<file path="src/rtl/if_pkg.sv">
// Shared types and constants for the instruction-fetch front end.
package if_pkg;

  localparam int unsigned     XLEN             = 32;
  localparam logic [XLEN-1:0] NOP_INSTR        = 32'h0000_0013;
  localparam logic [XLEN-1:0] RESET_PC_DEFAULT = 32'h0000_0000;

  typedef enum logic [1:0] {
    BOOT  = 2'd0,
    FETCH = 2'd1,
    HOLD  = 2'd2
  } fetch_state_t;

  typedef struct packed {
    logic [XLEN-1:0] pc;
    logic [XLEN-1:0] instr;
  } fetch_entry_t;

endpackage

</file>
<file path="src/rtl/if_fifo.sv">
// DEPTH-entry circular buffer of {pc, instr} pairs with a registered head.
// Flush empties it in one cycle; head data registers keep their last value while empty.
module if_fifo
  import if_pkg::*;
#(
  parameter int unsigned DEPTH = 4
) (
  input  logic                   clk,
  input  logic                   reset_n,
  input  logic                   i_push,
  input  logic                   i_pop,
  input  logic                   i_flush,
  input  logic                   i_load_head,
  input  fetch_entry_t           i_data,
  output logic [$clog2(DEPTH):0] o_count,
  output logic                   o_head_valid,
  output fetch_entry_t           o_head
);

  localparam int unsigned PW = $clog2(DEPTH);
  localparam int unsigned CW = PW + 1;

  fetch_entry_t  r_mem [DEPTH];
  logic [PW-1:0] r_rd_ptr;
  logic [PW-1:0] r_wr_ptr;
  logic [CW-1:0] r_count;
  logic          r_head_valid;
  fetch_entry_t  r_head;

  logic [PW-1:0] w_rd_next;
  logic [PW-1:0] w_wr_next;
  logic [CW-1:0] w_count_next;
  fetch_entry_t  w_head_next;

  // Next pointers, occupancy and head; a push into an (effectively) empty queue lands straight in the head
  always_comb begin
    w_rd_next    = r_rd_ptr;
    w_wr_next    = r_wr_ptr;
    w_count_next = r_count;
    w_head_next  = r_head;
    if (i_flush) begin
      w_rd_next    = '0;
      w_wr_next    = '0;
      w_count_next = '0;
    end else begin
      if (i_pop) begin
        w_rd_next = r_rd_ptr + PW'(1'b1);
      end else begin
        w_rd_next = r_rd_ptr;
      end
      if (i_push) begin
        w_wr_next = r_wr_ptr + PW'(1'b1);
      end else begin
        w_wr_next = r_wr_ptr;
      end
      case ({i_push, i_pop})
        2'b10:   w_count_next = r_count + CW'(1'b1);
        2'b01:   w_count_next = r_count - CW'(1'b1);
        default: w_count_next = r_count;
      endcase
      if (w_count_next != '0) begin
        if (i_push && (r_wr_ptr == w_rd_next)) begin
          w_head_next = i_data;
        end else begin
          w_head_next = r_mem[w_rd_next];
        end
      end else if (i_load_head) begin
        w_head_next = i_data;
      end else begin
        w_head_next = r_head;
      end
    end
  end

  // Entry storage
  always_ff @(posedge clk) begin
    if (i_push && !i_flush) begin
      r_mem[r_wr_ptr] <= i_data;
    end
  end

  // Pointers, occupancy and registered head
  always_ff @(posedge clk or negedge reset_n) begin
    if (!reset_n) begin
      r_rd_ptr     <= '0;
      r_wr_ptr     <= '0;
      r_count      <= '0;
      r_head_valid <= 1'b0;
      r_head       <= '{pc: {XLEN{1'b0}}, instr: NOP_INSTR};
    end else begin
      r_rd_ptr     <= w_rd_next;
      r_wr_ptr     <= w_wr_next;
      r_count      <= w_count_next;
      r_head_valid <= (w_count_next != '0);
      r_head       <= w_head_next;
    end
  end

  assign o_count      = r_count;
  assign o_head_valid = r_head_valid;
  assign o_head       = r_head;

endmodule

</file>
<file path="src/rtl/if_prefetch_queue.sv">
// Fetch front end: owns the PC, drives a 1-cycle instruction memory, queues responses for decode.
// Define IF_PREFETCH_BYPASS_EN to forward a response straight to decode when the queue is empty.
module if_prefetch_queue
  import if_pkg::*;
#(
  parameter int unsigned     DEPTH    = 4,
  parameter logic [XLEN-1:0] RESET_PC = RESET_PC_DEFAULT
) (
  input  logic            clk,
  input  logic            reset_n,
  output logic            imem_req,
  output logic [XLEN-1:0] imem_addr,
  input  logic            imem_rvalid,
  input  logic [XLEN-1:0] imem_rdata,
  input  logic            redirect_valid,
  input  logic [XLEN-1:0] redirect_pc,
  output logic            if_valid,
  input  logic            if_ready,
  output logic [XLEN-1:0] if_pc,
  output logic [XLEN-1:0] if_instr
);

  localparam int unsigned CW = $clog2(DEPTH) + 1;

  fetch_state_t    r_state;
  fetch_state_t    w_state_next;
  logic [XLEN-1:0] r_pc;
  logic            r_inflight;
  logic [XLEN-1:0] r_inflight_pc;

  logic            w_req;
  logic [XLEN-1:0] w_addr;
  logic [XLEN-1:0] w_redirect_addr;
  logic            w_slot_free;
  logic            w_resp;
  logic            w_push;
  logic            w_pop;
  logic            w_load_head;
  fetch_entry_t    w_resp_entry;
  logic [CW-1:0]   w_count;
  logic            w_head_valid;
  fetch_entry_t    w_head;
  logic            w_unused_redirect_lsbs;

  assign w_redirect_addr        = {redirect_pc[XLEN-1:2], 2'b00};
  assign w_unused_redirect_lsbs = ^redirect_pc[1:0];
  // The in-flight request keeps a slot reserved so its response can always be pushed
  assign w_slot_free            = (w_count + CW'(r_inflight)) < CW'(DEPTH);

  // Fetch FSM: request issue and state transitions; a redirect always re-targets immediately
  always_comb begin
    w_state_next = r_state;
    w_req        = 1'b0;
    case (r_state)
      BOOT: begin
        w_state_next = FETCH;
      end
      FETCH: begin
        if (redirect_valid || w_slot_free) begin
          w_req = 1'b1;
        end else begin
          w_state_next = HOLD;
        end
      end
      HOLD: begin
        if (redirect_valid) begin
          w_req        = 1'b1;
          w_state_next = FETCH;
        end else if (w_pop) begin
          w_state_next = FETCH;
        end else begin
          w_state_next = HOLD;
        end
      end
      default: begin
        w_state_next = BOOT;
      end
    endcase
    if (redirect_valid && (r_state != BOOT)) begin
      w_addr = w_redirect_addr;
    end else begin
      w_addr = r_pc;
    end
  end

  // Response capture; a redirect in the arrival cycle drops it
  always_comb begin
    w_resp_entry.pc    = r_inflight_pc;
    w_resp_entry.instr = imem_rdata;
    w_resp             = imem_rvalid && r_inflight && !redirect_valid;
    w_pop              = w_head_valid && if_ready && !redirect_valid;
  end

`ifdef IF_PREFETCH_BYPASS_EN
  logic w_bypass;
  assign w_bypass    = w_resp && (w_count == '0) && if_ready;
  assign w_push      = w_resp && !w_bypass;
  assign w_load_head = w_bypass;
  assign if_valid    = w_head_valid | w_bypass;
  assign if_pc       = w_bypass ? r_inflight_pc : w_head.pc;
  assign if_instr    = w_bypass ? imem_rdata : w_head.instr;
`else
  assign w_push      = w_resp;
  assign w_load_head = 1'b0;
  assign if_valid    = w_head_valid;
  assign if_pc       = w_head.pc;
  assign if_instr    = w_head.instr;
`endif

  assign imem_req  = w_req;
  assign imem_addr = w_addr;

  // PC, FSM state and in-flight tracking
  always_ff @(posedge clk or negedge reset_n) begin
    if (!reset_n) begin
      r_state       <= BOOT;
      r_pc          <= RESET_PC;
      r_inflight    <= 1'b0;
      r_inflight_pc <= RESET_PC;
    end else begin
      r_state <= w_state_next;
      if (w_req) begin
        r_pc          <= w_addr + XLEN'(3'd4);
        r_inflight    <= 1'b1;
        r_inflight_pc <= w_addr;
      end else begin
        r_inflight <= 1'b0;
        if (redirect_valid) begin
          r_pc <= w_redirect_addr;
        end else begin
          r_pc <= r_pc;
        end
      end
    end
  end

  if_fifo #(
    .DEPTH(DEPTH)
  ) u_fifo (
    .clk          (clk),
    .reset_n      (reset_n),
    .i_push       (w_push),
    .i_pop        (w_pop),
    .i_flush      (redirect_valid),
    .i_load_head  (w_load_head),
    .i_data       (w_resp_entry),
    .o_count      (w_count),
    .o_head_valid (w_head_valid),
    .o_head       (w_head)
  );

endmodule

</file>
<file path="config.mk">
export PLATFORM = sky130hd
export DESIGN_NAME = if_prefetch_queue
export DESIGN_NICKNAME = d
export VERILOG_FILES = /design/src/rtl/if_pkg.sv /design/src/rtl/if_fifo.sv /design/src/rtl/if_prefetch_queue.sv
export SDC_FILE = /design/constraint.sdc
export NUM_CORES = 1
export LEC_CHECK = 0
export ABC_AREA = 1
export BUFFER_PORTS_ARGS = -buffer_cell sky130_fd_sc_hd__buf_2
export CAP_MARGIN = 40
export CORE_ASPECT_RATIO = 2
export CORE_MARGIN = 3
export CORE_UTILIZATION = 45
export CTS_CLUSTER_SIZE = 25
export DETAILED_ROUTE_END_ITERATION = 6
export SYNTH_ARGS = -nofsm -noshare
export SYNTH_HDL_FRONTEND = slang
export SYNTH_SLANG_ARGS = --single-unit
export TNS_END_PERCENT = 30
</file>
<file path="constraint.sdc">
create_clock -name clk -period 4.4 [get_ports clk]
set_input_delay 0.22 -clock clk [delete_from_list [all_inputs] [get_ports clk]]
set_output_delay 0.22 -clock clk [all_outputs]
set_load 0.03 [all_outputs]
</file>
* Word-level counts from Yosys, hierarchy flattened
Memory sizes are Yosys's and may differ from the RTL's. A register that Yosys moved wholly into a read port is not among the register bits. Cells that the tools add are included.
Operators by class: reductions and logical operators 16, equal/unequal tests 5, add/sub/neg operators 6, multiplexer cells 21, bitwise logic cells 1, magnitude comparators 1
Operators by type and width (number):
- $mux 32 | 3
- $add 32x3->32 const B | 1
- $mux 2 | 8
- $logic_and 1x1->1 | 6
- $mux 3 | 2
- $pmux 2 s3 | 1
- $pmux 3 s2 | 1
- $reduce_bool 2->1 | 3
- $reduce_bool 3->1 | 2
- $mux 1 | 5
- $add 2x1->2 const B | 2
- $eq 2x1->1 const B | 2
- $eq 2x2->1 const B | 2
- $add 3x1->3 | 1
- $add 3x1->3 const B | 1
- $lt 3x3->1 const B | 1
- $sub 3x1->3 const B | 1
- $logic_not 1->1 | 2
- $logic_not 2->1 | 1
- $ne 2x2->1 const B | 1
- $pmux 1 s2 | 1
- $reduce_and 2->1 | 1
- $logic_or 1x1->1 | 1
- $not 1->1 | 1
Word-level totals: memory bits (writable) 256, memories 1, flip-flop bits (word level) 75, input port bits 69
Memory list:
- u_fifo.r_mem | words 4, bits a word 64, read ports 1, clocked after Yosys merged registers in 1, write ports 1, line if_fifo.sv:23 | fetch_entry_t r_mem [DEPTH];

* Depth between registers and ports, before layout
Gate-level depths: netlist (run 1).
depth after elaboration 7, depth in mapped cells 18, depth with buffers taken out 17

* Cells and area by module
Synthesis (run 1) repeated with hierarchy kept, for this count alone.
Second synthesis, totals: cells, all modules 1995, area total of the unflattened synthesis 18266.3 um2
By module, submodules not included:
- if_fifo | sequential area each 9492.9 um2, area each 13929.6 um2, cells an instance 1324, instances 1
- if_prefetch_queue | sequential area each 1676.6 um2, area each 4336.7 um2, cells an instance 671, instances 1

* Worst setup path before layout (run 1)
OpenSTA, ideal clock, no wires.
path kind input to register, start point input port redirect_valid, end point memory u_fifo.r_mem[0][0] (netlist name) (enable), stages on the path 4, setup slack 421 ps, arrival time 3493 ps, library setup time 486 ps, data required time 3914 ps, path through buf_6 nor3_2 inv_1 nor2_1
On the way: word-level cells in the longest chain between the ends 5
Ends and longest elaborated chain:
- from (decl) | line if_prefetch_queue.sv:15 | input logic redirect_valid,
- $logic_not 1->1 * | line if_fifo.sv:77, if_prefetch_queue.sv:90
- $logic_and 1x1->1 | line if_prefetch_queue.sv:90 | w_resp = imem_rvalid && r_inflight && !redirect_valid;
- $logic_and 1x1->1 * | line if_fifo.sv:77 | if (i_push && !i_flush) begin
- $mux 1 * | line if_fifo.sv:77
- $mux 1 (not written as such) * | line if_fifo.sv:78 | r_mem[r_wr_ptr] <= i_data;
- to (decl) | line if_fifo.sv:23
Every way passes the cells marked *; elsewhere a longest branch is shown, timed or not.

* Worst setup path in the final report (run 1)
start point register r_inflight, end point register u_fifo.r_head, in the netlist u_fifo.o_head[34]
On the way: word-level cells in the longest chain between the ends 7
Ends and longest elaborated chain:
- from (decl) | line if_prefetch_queue.sv:28 | logic r_inflight;
- from (signal assigned) | line if_prefetch_queue.sv:118 | r_inflight <= 1'b0;
- from (signal assigned) | line if_prefetch_queue.sv:124 | r_inflight <= 1'b1;
- from (signal assigned) | line if_prefetch_queue.sv:127 | r_inflight <= 1'b0;
- $logic_and 1x1->1 * (2 in a row) | line if_prefetch_queue.sv:90
- $eq 2x1->1 or $eq 2x2->1 (tied branches) | line if_fifo.sv:56 | case ({i_push, i_pop})
- $pmux 3 s2 * | line if_fifo.sv:56
- $mux 3 * | line if_fifo.sv:41 | if (i_flush) begin
- $reduce_bool 3->1 * | line if_fifo.sv:61 | if (w_count_next != '0) begin
- $reduce_and 2->1 (no line) *
- to (signal assigned) | line if_fifo.sv:89 | r_head <= '{pc: {XLEN{1'b0}}, instr: NOP_INSTR};
- to (signal assigned) | line if_fifo.sv:95 | r_head <= w_head_next;
- to (decl) | line if_fifo.sv:28 | fetch_entry_t r_head;
Every way passes the cells marked *; elsewhere a longest branch is shown, timed or not. The select of a mux whose other input is x is not followed. A chain may end at the register's enable or synchronous reset.

==> run summary, run 1 <==
• 0 — number of antenna violations at the first check in global routing
• 0 — post_cts resized
• 5.06 — post-DR vias/cell
• 17.0 um — final routed wire length divided by cell count
• 0.00351 — xor/xnor cell area share of the yosys netlist
• 0 — final slew viol count
• 17.3% — area added between synthesis and finish
• 0.440 — Yosys top cell area share
• 3.73 ns — critical path arrival
• 0 — number of inserted diodes
• reg2reg — start-to-end type of the worst setup path
• u_fifo.o_head[34]$_DFFE_PN0P_ — critical register-to-register path endpoint
• 0.262 — basic-gate share of the synthesized area counting and, or, nand and nor cells
• register — Startpoint Class
• 4.99 mW — Switch Pwr
• 65 — Crit Path Max Fanout
• done — clock tree from TritonCTS
• 832 x nand2_1, 256 x edfxtp_1, 190 x nand3_1 — most frequent cells in the layout
• 0 — reported max-cap violation count
• 0.0199 ns — Layout Skew
• complete, no violations — result of the run
• 7.85 mW — internal power summed over all cells
• 1.12 ns — register-to-register setup slack
• 0.388 — met2 Usage GRT
• 167 — # IOs
• 0.406 — sequential group share of total power
• edfxtp_1 — library cell occupying the most area in the post-synthesis netlist
• 164 — number of buffers added on ports
• 43.8 mm — Post-Route WL
• 0.639 — sequential-to-total area share from yosys stat
• 2 — H-tree depth reported by CTS
• 0.211 — global-route total usage across every layer
• 38200 um2 — area of the core
• 27.6 mm — Detailed Place HPWL
• 395 — clk sinks
• false — setup repair after global routing missed its margin
• 17500 um2 — Synth Cell Area
• 0 — Antenna Nets Post-Route
• u_fifo.o_head[34]$_DFFE_PN0P_ — destination of the critical timing path
• 0 — Residual DRC
• r_inflight$_DFF_PN0_ — startpoint of the worst-slack reg-to-reg timing path
• 0.458 — starting utilization of the core area
• 0.865 — placer's final routability congestion estimate
• register — Crit. End Element
• 2115 — number of nets in the layout
• 69.8 mm — first-pass GRT wire length
• buffers and inverters — family with the most delay on the worst path
• 0.53 ns — insertion delay to the later sink of the worst-skew pair
• 35 — number of unique standard cell types used by synthesis
• 3 — number of buffers between clock root and the deepest sink
• 1936 — synthesized net count
• 4.85 ns — Data required, critical path
• 0.00831 — post-synthesis share of cell area spent on full adders, half adders and majority gates
• 12 — Levels on crit path
• 395 — synthesized flop and latch total
• 0.254 — Clk network pwr share
• 0.0231 — met3 Track Usage GR
• clkbuf_16 — cell at the root of the clock tree
• inv_1 -> nor3_2 -> inv_1 -> ha_1 -> inv_1 -> fa_1 -> a211oi_1 -> nor2_1 -> nand2_2 -> buf_4 -> nand2_1 -> o21ai_1 — Critical Path, Cell by Cell
• 0.745 — share of the clock period used by the worst path after layout
• met2 — highest-utilization routing layer at the global route stage
• in2reg — class of the worst hold path
• 9.41 um2 — mean area per synthesized cell
• 0.340 — logic gate share of total power
• 3.28 ns — time the final worst path needs with I/O delays and setup
• 285 um — Die Span Y
• 3 — hold path cells
• 13033 — via count
• 36 — clock buffers created by TritonCTS
• 101 — number of core rows
• inv_1 — cell repeated most along the worst path
• 0 — share of synthesized area spent on multiplexers
• 129 — pin count of the biggest net entering global routing
• 12.8 mW — total chip power
• 0.0438 — Synth Area in Compound Gates
• simple AND/OR/NAND/NOR gates — combinational family with the most area after synthesis
• 8.76 nW — Pleak
• 41400 um2 — floorplan die area
• 145 um — x dimension of the die
• 627 nW/um2 — power density normalized to cell area
• 614 — Iteration-0 DRC Markers
• 0.388 — fraction of power spent switching nets
• 0 ns — Sum Neg Setup Slack
• 0 — Yosys warning total
• 305 MHz — maximum clock frequency
• 1856 — number of cells produced by synthesis
• 4 — Worst Path Buf+Inv
• nand2_1 — leading cell type in the layout, fill and taps excluded
• 0.07 ns — clock input transition at the sequential cells of the worst setup and hold paths
• 0 — final setup vio count
• r_inflight$_DFF_PN0_ — Critical Path Source
• 3487 — Filler Cells Inserted
• 0.64 ns — biggest cell delay along the critical path
• 13062 — vias in the first global route
• 0 — Hold Violations, Final
• 0.244 — routing usage on met1
• 12 — number of cells traversed by the worst register-to-register path
• 0.859 ns — Least-Margin Pin Slew
• 0.537 — Layout Utilization
• 7 — number of detailed-route iterations in the first pass
• 0 — gr ovfl total
• redirect_pc[10] — hold_sp
• 0.438 mV — worst IR drop on VDD
• 0.141 — fraction of final layout cells sized beyond drive strength 1
• 0.427 — worst-case headroom to the max-slew limit
• edfxtp_1 44%, dfrtp_1 19%, nand2_1 18% — dominant cells by area after synthesis
• buf_4 — Worst path slowest cell
## how the worst min path moves through the flow
stage,slack (ns),endpoint
after floorplan,-0.08,r_inflight$_DFF_PN0_
after global routing,0.04,r_pc[9]$_DFFE_PN0P_
final,0.01,r_pc[10]$_DFFE_PN0P_
after detailed placement,0.33,u_fifo.o_head[28]$_DFFE_PN0P_
after CTS,0.0004,r_pc[19]$_DFFE_PN0P_
after global placement,0.32,u_fifo.o_head[25]$_DFFE_PN0P_
## synth_stat cells
library cell and number:
a211oi_1 1, a21oi_1 22, and2_1 3, buf_1 8
buf_2 55, buf_4 5, buf_6 4, clkbuf_1 24
dfrtp_1 136, dfstp_2 3, edfxtp_1 256, fa_1 1
ha_1 10, inv_1 60, inv_2 7, inv_4 2
nand2_1 834, nand2_2 8, nand3_1 190, nand3_4 2
nand3b_1 1, nand4_1 1, nor2_1 77, nor2_2 6
nor2_4 2, nor2_8 1, nor3_2 1, o211ai_1 1
o21ai_0 99, o21ai_1 26, o21ai_2 1, o22ai_1 1
or2_2 1, xnor2_1 1, xor2_1 6
## kinds of logic after synthesis
kind of cell / Yosys count
fa+ha+maj: 11
flops: 395
compound gates: 151
xor+xnor: 7
buf+inv: 165
simple gates: 1127
## layout make-up
| cell class | count | area (um2) | share of cell area |
|---|---|---|---|
| Sequential cell | 395 | 11200 | 0.545 |
| Tap cell | 515 | 644 | 0.0314 |
| Inverter | 69 | 267 | 0.0130 |
| Clock inverter | 18 | 204 | 0.00995 |
| Multi-Input combinational cell | 1296 | 5610 | 0.274 |
| Timing Repair Buffer | 237 | 1570 | 0.0766 |
| Clock buffer | 48 | 1030 | 0.0502 |
## registers in the layout, indices dropped and copies added (netlist names)
signal	count
u_fifo.r_mem	256
u_fifo.o_head	64
r_inflight_pc	32
r_pc	32
u_fifo.o_count	3
r_state	2
u_fifo.r_rd_ptr	2
u_fifo.r_wr_ptr	2
r_inflight	1
u_fifo.o_head_valid	1
## through the flow
| step | hold slack, ns | setup WS, ns | cell area, um2 | cells |
|---|---|---|---|---|
| 6_report | 0.0141 | 1.12 | 20500 | 2578 |
| 4_1_cts | 0.000435 | 1.06 | 20500 | 2578 |
| 3_3_place_gp | 0.320 | 0.861 | 18800 | 2465 |
| 2_1_floorplan | -0.0756 | 0.421 | 17500 | 1856 |
| 5_1_grt | 0.0425 | 0.776 | 20500 | 2578 |
| 3_5_place_dp | 0.332 | 1.04 | 18800 | 2467 |
## tightest hold or removal path: stages
cell,delay (ns)
buf_2,0.09
a21oi_1,0.05
o21ai_0,0.15
## layer usage
metal | up-vias | share of wire
met2 | 327 | 0.52
met1 | 6169 | 0.39
met4 | 0 | 0.047
met3 | 95 | 0.040
li1 | 6442 | -
met5 | - | 0
## power by group through the flow
stage / clock, mW / combinational, mW / sequential (mW)
after floorplan: 0 / 2.56 / 5.70
after global placement: 0 / 4.30 / 5.25
after detailed placement: 0 / 4.38 / 5.29
after CTS: 3.34 / 4.44 / 5.22
after global routing: 3.49 / 4.86 / 5.30
final: 3.26 / 4.37 / 5.21
## timing repair
item | 4_1_cts | 5_1_grt
hold buffers | 45 | 0
setup buffers | 0 | 0
hold endpoints to repair | 209 | 0
No activity file was read; power rests on OpenSTA's default activity.
==> run 2, diff against run 1 <==
--- a/config.mk
+++ b/config.mk
@@ -13,6 +13,7 @@
 export CORE_UTILIZATION = 45
 export CTS_CLUSTER_SIZE = 25
 export DETAILED_ROUTE_END_ITERATION = 6
+export PLACE_DENSITY = 0.66
 export SYNTH_ARGS = -nofsm -noshare
 export SYNTH_HDL_FRONTEND = slang
 export SYNTH_SLANG_ARGS = --single-unit
==> constraint.sdc (replaced) <==
create_clock -name clk -period 2.8 [get_ports clk]
set_input_delay 0.14 -clock clk [delete_from_list [all_inputs] [get_ports clk]]
set_output_delay 0.14 -clock clk [all_outputs]
set_load 0.03 [all_outputs]
==> run summary, run 2 (synthesis gave the netlist of run 1 again) <==
• nand2_1 — leading cell type in the layout, fill and taps excluded
• in2reg — class of the worst hold path
• 7 — number of detailed-route iterations in the first pass
• 41400 um2 — floorplan die area
• 832 x nand2_1, 256 x edfxtp_1, 190 x nand3_1 — most frequent cells in the layout
• 0.604 — worst-case headroom to the max-slew limit
• 20.5 mW — total chip power
• 3.25 ns — Data required, critical path
• 3.06 ns — critical path arrival
• 0 — Antenna Nets Post-Route
• register — Crit. End Element
• 0.251 — Clk network pwr share
• 45.1 mm — Post-Route WL
• 70.3 mm — first-pass GRT wire length
• 0 — final slew viol count
• 12.5 mW — internal power summed over all cells
• 0.211 — global-route total usage across every layer
• 13409 — via count
• 3 — number of buffers between clock root and the deepest sink
• 167 — # IOs
• u_fifo.r_mem — Top reg by flops
• 20.3% — area added between synthesis and finish
• 13505 — vias in the first global route
• 0.23 ns — register-to-register setup slack
• input pin — Startpoint Class
• 256 — number of flip-flops under the largest register name
• 0 — final setup vio count
• 38200 um2 — area of the core
• 2 — H-tree depth reported by CTS
• 0 — Hold Violations, Final
• 0.594 ns — Least-Margin Pin Slew
• done — clock tree from TritonCTS
• 3427 — Filler Cells Inserted
• 8.99 nW — Pleak
• 0.400 — sequential group share of total power
• 145 um — x dimension of the die
• 164 — number of buffers added on ports
• 0 — reported max-cap violation count
• 0.06 ns — clock input transition at the sequential cells of the worst setup and hold paths
• 0.458 — starting utilization of the core area
• 5.13 — post-DR vias/cell
• 0.875 — placer's final routability congestion estimate
• 93 — pin count of the biggest net entering global routing
• 17.2 um — final routed wire length divided by cell count
• 285 um — Die Span Y
• 0.349 — logic gate share of total power
• 0 — gr ovfl total
• 101 — number of core rows
• 0 — Residual DRC
• complete, no violations — result of the run
• 976 nW/um2 — power density normalized to cell area
• 0.931 — share of the clock period used by the worst path after layout
• 0.193 ns — min setup slack post-route
• 2616 — post-route non-filler standard cell count
• 8.00 mW — Switch Pwr
• in2reg — start-to-end type of the worst setup path
• 1 — number of antenna violations at the first check in global routing
• 1.00 mV — worst IR drop on VDD
• 2483 — Placed Cells
• 0.0240 ns — Layout Skew
• 27.9 mm — Detailed Place HPWL
• 0.390 — fraction of power spent switching nets
• clkbuf_16 — cell at the root of the clock tree
• 36 — clock buffers created by TritonCTS
• 395 — clk sinks
• 32 — Crit Path Max Fanout
• 0.162 ns — pre-CTS setup slack
• 0 — post-CTS setup repair buffer count
• 384 MHz — maximum clock frequency
• 0.150 — fraction of final layout cells sized beyond drive strength 1
• 2.61 ns — time the final worst path needs with I/O delays and setup
• 2153 — number of nets in the layout
• true — setup repair after global routing missed its margin
• 0.54 ns — insertion delay to the later sink of the worst-skew pair
• 981 — Iteration-0 DRC Markers
## run 2: timing repair
item                                    CTS  global route
endpoints found under the hold margin   304             0
gates resized for setup                   0            12
endpoints found under the setup margin    0            38
hold buffers                             65             0
## run 2: worst paths after layout
check,from,end,cells past startpoint
worst min register to register,u_fifo.o_head[22]$_DFFE_PN0P_,u_fifo.o_head[22]$_DFFE_PN0P_,2
max in group asynchronous,reset_n,u_fifo.o_head[12]$_DFFE_PN0P_,3
min in group asynchronous,reset_n,u_fifo.o_head[1]$_DFFE_PN1P_,2
worst min-delay path,if_ready,r_state[1]$_DFFE_PN0N_,6
worst max register to register,r_state[0]$_DFFE_PN0N_,r_pc[31]$_DFFE_PN0P_,16
worst max-delay path,redirect_valid,u_fifo.o_head[33]$_DFFE_PN0P_,17
## run 2: worst max-delay path: stages
cell,delay [ns]
dlygate4sd3_1,0.54
buf_2,0.20
inv_6,0.14
nand3_4,0.10
inv_4,0.10
ha_1,0.14
inv_1,0.07
fa_1,0.39
a21oi_1,0.14
o21ai_0,0.11
xor2_1,0.15
nand2_1,0.12
nand2_4,0.14
inv_2,0.17
clkbuf_16,0.26
nand2_1,0.07
o21ai_1,0.07
## run 2: power groups by stage
stage          clock (mW)  sequential [mW]  combinational (mW)
2_1_floorplan           0             8.95                4.02
3_3_place_gp            0             8.25                6.90
3_5_place_dp            0             8.31                7.02
4_1_cts              5.25             8.20                7.12
5_1_grt              5.48             8.34                7.95
6_report             5.15             8.20                7.17
## run 2: layer usage
metal	global-route usage	routed length, um	vias to the layer above
met1	0.242	17500	6427
met2	0.403	24300	385
met3	0.0233	1990	74
met4	0.0737	1270	0
met5	0	0	-
li1	-	-	6523
## run 2: final cells by class
class                   instances  area (um2)  share of cell area
repair buffers                275        2070              0.0984
well taps                     515         644              0.0307
diodes                          1        2.50            0.000119
flip-flops and latches        395       11200               0.531
clock buffers                  42         963              0.0458
clock inverters                23         272              0.0129
multi-input cells            1296        5630               0.268
inverters                      69         269              0.0128
## run 2: stage by stage
stage                     TNS (ns)  utilization  hold slack [ns]  cell area (um2)
after floorplan             -35.05            -           -0.156            17500
after global placement           0        0.498            0.259            19000
after detailed placement         0        0.499          -0.0108            19000
after CTS                        0        0.548            0.127            20900
after global routing      -0.00317        0.551            0.176            21000
final                            0        0.551            0.131            21000
